### config.mk
export PLATFORM = sky130hd
export DESIGN_NAME = mux_sel_arbiter
export DESIGN_NICKNAME = d
export VERILOG_FILES = /design/src/rtl/mux_sel_arbiter.sv
export SDC_FILE = /design/constraint.sdc
export NUM_CORES = 1
export LEC_CHECK = 0
export CORE_ASPECT_RATIO = 0.7
export CORE_UTILIZATION = 34
export CTS_CLUSTER_DIAMETER = 80
export DETAILED_ROUTE_END_ITERATION = 16
export GPL_TIMING_DRIVEN = 0
export HOLD_SLACK_MARGIN = 0.1
export PLACE_DENSITY = 0.76
export SKIP_CTS_REPAIR_TIMING = 1
export SLEW_MARGIN = 25
export SYNTH_ARGS = -nofsm -noshare
export SYNTH_HDL_FRONTEND = slang
export SYNTH_SLANG_ARGS = --single-unit
### constraint.sdc
create_clock -name clk -period 1.1 [get_ports clk]
set_input_delay 0.22 -clock clk [delete_from_list [all_inputs] [get_ports clk]]
set_output_delay 0.22 -clock clk [all_outputs]
set_load 0.1 [all_outputs]
### src/rtl/mux_sel_arbiter.sv
// -----------------------------------------------------------------------------
// mux_sel_arbiter
//
// Round-robin arbiter sitting directly in front of a combinational 2:1 word
// mux. It picks one of two valid/ready sources, drives the mux select, and
// captures the mux output into a one-entry registered output stage. That
// stage is presented downstream with a valid/ready handshake.
//
// Optional feature: define MUX_SEL_ARB_CNT_EN to enable the saturating
// per-source grant counters. When it is undefined, cnt1/cnt2 are tied to 0.
//
// Ports
//   clk        in   system clock, all state on the rising edge
//   rst        in   synchronous active-high reset
//   in1_valid  in   source 1 offers a word on mux IN1
//   in1_ready  out  source 1 word consumed this cycle
//   in2_valid  in   source 2 offers a word on mux IN2
//   in2_ready  out  source 2 word consumed this cycle
//   sel        out  mux select (0 = IN1, 1 = IN2)
//   mux_out    in   mux output, returned combinationally
//   out_data   out  registered word to downstream
//   out_valid  out  out_data valid
//   out_ready  in   downstream accepts out_data
//   cnt1       out  grants to source 1 (feature only, else 0)
//   cnt2       out  grants to source 2 (feature only, else 0)
// -----------------------------------------------------------------------------
module mux_sel_arbiter #(
  parameter int DATA_WIDTH  = 32,
  parameter int COUNT_WIDTH = 16
) (
  input  logic                   clk,
  input  logic                   rst,
  input  logic                   in1_valid,
  output logic                   in1_ready,
  input  logic                   in2_valid,
  output logic                   in2_ready,
  output logic                   sel,
  input  logic [DATA_WIDTH-1:0]  mux_out,
  output logic [DATA_WIDTH-1:0]  out_data,
  output logic                   out_valid,
  input  logic                   out_ready,
  output logic [COUNT_WIDTH-1:0] cnt1,
  output logic [COUNT_WIDTH-1:0] cnt2
);

  localparam logic [0:0] EMPTY = 1'b0;
  localparam logic [0:0] FULL  = 1'b1;

  // last_sel uses select encoding: 1 means IN2 was served last. Resetting it
  // to 1 makes IN1 win the first tie and parks the idle select at 1.
  logic [0:0]            state_q, state_d;
  logic                  last_sel_q, last_sel_d;
  logic [DATA_WIDTH-1:0] data_q, data_d;

  logic gnt_any;
  logic gnt_sel;
  logic can_load;
  logic xfer;

  // Grant is recomputed every cycle and is never locked.
  always_comb begin
    gnt_any = in1_valid | in2_valid;
    if (in1_valid && in2_valid) begin
      gnt_sel = ~last_sel_q;
    end else if (in2_valid) begin
      gnt_sel = 1'b1;
    end else if (in1_valid) begin
      gnt_sel = 1'b0;
    end else begin
      gnt_sel = last_sel_q;
    end
  end

  // A full stage that is draining this cycle can take a new word at once.
  assign can_load  = (state_q == EMPTY) | out_ready;
  assign sel       = gnt_sel;
  assign in1_ready = can_load & gnt_any & ~gnt_sel;
  assign in2_ready = can_load & gnt_any &  gnt_sel;
  assign xfer      = (in1_valid & in1_ready) | (in2_valid & in2_ready);

  always_comb begin
    state_d    = state_q;
    last_sel_d = last_sel_q;
    data_d     = data_q;
    if (xfer) begin
      state_d    = FULL;
      last_sel_d = gnt_sel;
      data_d     = mux_out;
    end else if ((state_q == FULL) && out_ready) begin
      state_d = EMPTY;
    end
  end

  always_ff @(posedge clk) begin
    if (rst) begin
      state_q    <= EMPTY;
      last_sel_q <= 1'b1;
      data_q     <= '0;
    end else begin
      state_q    <= state_d;
      last_sel_q <= last_sel_d;
      data_q     <= data_d;
    end
  end

  assign out_valid = (state_q == FULL);
  assign out_data  = data_q;

`ifdef MUX_SEL_ARB_CNT_EN
  logic [COUNT_WIDTH-1:0] cnt1_q, cnt1_d;
  logic [COUNT_WIDTH-1:0] cnt2_q, cnt2_d;

  // Counters stop at all-ones rather than wrapping.
  function automatic logic [COUNT_WIDTH-1:0] sat_inc(input logic [COUNT_WIDTH-1:0] v);
    return (&v) ? v : v + 1'b1;
  endfunction

  always_comb begin
    cnt1_d = cnt1_q;
    cnt2_d = cnt2_q;
    if (in1_valid && in1_ready) begin
      cnt1_d = sat_inc(cnt1_q);
    end
    if (in2_valid && in2_ready) begin
      cnt2_d = sat_inc(cnt2_q);
    end
  end

  always_ff @(posedge clk) begin
    if (rst) begin
      cnt1_q <= '0;
      cnt2_q <= '0;
    end else begin
      cnt1_q <= cnt1_d;
      cnt2_q <= cnt2_d;
    end
  end

  assign cnt1 = cnt1_q;
  assign cnt2 = cnt2_q;
`else
  assign cnt1 = '0;
  assign cnt2 = '0;
`endif

endmodule

==> key figures <==
Routing
  • DRC: 0
  • Top Layer Used: met4
  • Final ANT Viol Nets: 0
  • M1 WL: 1900 um
  • Routed length on met3: 329 um
  • Drt wl/cell: 11.1 um
  • Met2 wire length: 1880 um
  • 1st-iter DRT viols: 28
  • Drt total wl: 4160 um
  • Vias: 1,446
  • DR vias/cell: 3.85
  • DRT Pass-1 Iters: 4

Placed design
  • HPWL Detailed: 3030 um
  • Gp weighted congestion: 0.652
  • Placed insts: 356
  • # port buffers: 71

Cells and area
  • Core Util, Final: 0.624
  • N_diodes: 0
  • Filler cells: 416
  • Finished Layout Cells: 376
  • Multi-input logic area: 941 um2
  • FF+latch area: 726 um2
  • Share of cells above drive strength 1: 0.436
  • Synth-to-layout area growth: 69.4%
  • Nets@finish: 344

Pwr
  • Max IR drop VDD: 0.756 mV
  • PwrDens: 1440 nW/um2
  • P_leak: 1.52 nW

STA
  • Final Critical Period: 1.59 ns
  • Unrepaired setup endpoints after global routing: yes
  • Max Clock Freq: 629 MHz
  • Fin crit share: 1.45
  • Slew Limit Fails: 0
  • Final WS setup: -0.491 ns
  • Hold Fails Final Rpt: 0
  • Layout Skew: 0.00290 ns
  • Final setup viols: 32

CTS
  • Worst-Skew Late Latency: 0.28 ns
  • CTS Sinks: 34
  • CTS tree: built
  • Worst-path clk slew: 0.06 ns
  • Cts bufs inserted: 5
  • CTS Buffer Depth: 2
  • Root Buffer: clkbuf_8
  • CTS H-tree lvls: 2

Setup path
  • CP arrival: 1.37 ns
  • Reg2reg start: out_valid
  • Req. time, crit path: 0.88 ns
  • Critical Path Source: out_valid
  • Crit-path max FO: 6
  • CP Launch Type: register
  • RR Endpoint: out_data[6]
  • Setup crit end kind: primary output
  • FF-to-FF setup slack: -0.17 ns
  • FF-to-FF path depth: 7
  • WS Path Type: register to primary output

Min path
  • Hold EP: out_valid
  • Hold/Removal Path Class: primary input to register
  • HP Start: out_ready
  • Hold Path Stages: 3

Outcome
  • Status: finished with violations
  • Failing checks: negative setup slack

Synthesis
  • Largest family of logic cells by synthesized area: simple AND/OR/NAND/NOR gates
  • Yosys reg bits: 34
  • Seq/Total Area, Yosys: 0.372
  • Unique masters post-synth: 18
  • Mean Syn Cell Area: 9.89 um2
  • Post-synthesis compound-gate area fraction: 0.0144
  • Syn Std Cell Area: 1830 um2
  • XOR/XNOR share of the synthesized area: 0
  • Synth Area in Simple Gates: 0.249
  • Multiplexer share of the synthesized area: 0.175
  • Warnings, synthesis: 0
  • Post-Synthesis Cells: 185
  • Adder-Cell Fraction of Synth Area: 0

Flow run
  • Max cap viols: 0

Floorplan
  • Cell row count: 21
  • Initial Util: 0.368
  • Overall die height: 63.4 um
  • Die area: 5680 um2
  • Io pins: 105
  • Core Area: 4970 um2
  • Die W: 89.7 um

Global route
  • Gr usage total: 0.142
  • GRT overflow: 0
  • Largest net degree at the start of global routing: 11
  • Vias in the first global route: 1,288
  • First-pass GRT wire length: 6020 um
  • Initial antenna violation count: 0
-- worst max-delay path by stage --
stage | end | slack [ns] | cells after the start
floorplan | in2_ready | -0.52 | 3
global placement | in2_ready | -1.67 | 7
detailed placement | in2_ready | -1.68 | 7
CTS | in2_ready | -1.68 | 7
global route | in2_ready | -0.55 | 6
finish | in2_ready | -0.49 | 6
-- final cells by class --
cell class                      instances  area share
Clock buffer                            7      0.0279
Sequential cell                        34       0.234
Timing Repair Buffer                   84       0.294
Multi-Input combinational cell        138       0.304
Tap cell                               69      0.0279
Inverter                                1     0.00121
Buffer                                 43       0.111
-- registers in the layout (all words and copies together) (netlist names) --
name        count
last_sel_q      1
out_valid       1
out_data       32
-- metal layers --
layer / track usage / vias to the layer above
li1: - / 765
met1: 0.182 / 623
met2: 0.215 / 53
met3: 0.0524 / 5
met4: 0.0536 / 0
met5: 0 / -
-- report_power, final --
part	switching, W	internal (W)	total (W)
Clock	0.000406	0.000496	0.000902
Combinational	0.00148	0.000651	0.00213
Sequential	0.0000719	0.00135	0.00142
Total	0.00196	0.00250	0.00445
-- layout by cell type (no fill, tap or decap) --
| cell type | n |
|---|---|
| dlymetal6s2s_1 | 3 |
| clkbuf_1 | 7 |
| buf_6 | 31 |
| o21ai_4 | 1 |
| conb_1 | 32 |
| and2_4 | 1 |
| nor2_2 | 1 |
| buf_2 | 3 |
| nand2b_4 | 1 |
| nor2b_4 | 2 |
| clkbuf_16 | 2 |
| buf_8 | 3 |
| inv_2 | 1 |
| nand2b_1 | 65 |
| a21oi_1 | 2 |
| dfxtp_4 | 1 |
| buf_4 | 42 |
| mux2i_1 | 32 |
| buf_12 | 5 |
| dfxtp_2 | 33 |
| a311o_2 | 1 |
| clkbuf_8 | 6 |
| clkdlybuf4s50_1 | 32 |
-- through the flow --
step / hold slack, ns / setup TNS (ns) / cell area (um2) / worst slack [ns] / power [W]
finish: 0.237 / -4.02 / 3100 / -0.491 / 0.00445
global route: 0.246 / -5.97 / 3100 / -0.551 / 0.00465
CTS: 0.319 / -38.12 / 2890 / -1.68 / 0.00435
detailed placement: 0.461 / -37.56 / 2810 / -1.68 / 0.00343
global placement: 0.455 / -36.80 / 2810 / -1.67 / 0.00342
floorplan: 0.367 / -5.17 / 2010 / -0.519 / 0.00305
-- critical path: stages (launching register included) --
cell	delay, ns
dfxtp_4	0.35
nand2b_4	0.07
nor2b_4	0.14
buf_8	0.12
buf_12	0.11
and2_4	0.14
buf_12	0.16
-- logic make-up (layout without fill, tap and decap cells) --
group / count (synthesis) / in the layout
AND/OR/NAND/NOR: 70 / 70
AO/OA/AOI/OAI: 4 / 4
buffers and inverters: 44 / 135
flip-flops: 34 / 34
other: 1 / 32
multiplexers: 32 / 32
-- Yosys cell counts (all sizes together) --
cell type   n  share of area
a21oi       2         0.0055
nor2        1         0.0034
inv         1         0.0021
o21ai       1         0.0027
buf        37           0.17
dfxtp      34           0.37
nor2b       2          0.012
and2        1         0.0034
clkbuf      6          0.012
mux2i      32           0.18
nand2b     66           0.23
a311o       1         0.0062
conb        1         0.0021
No activity file was read; power rests on OpenSTA's default activity.
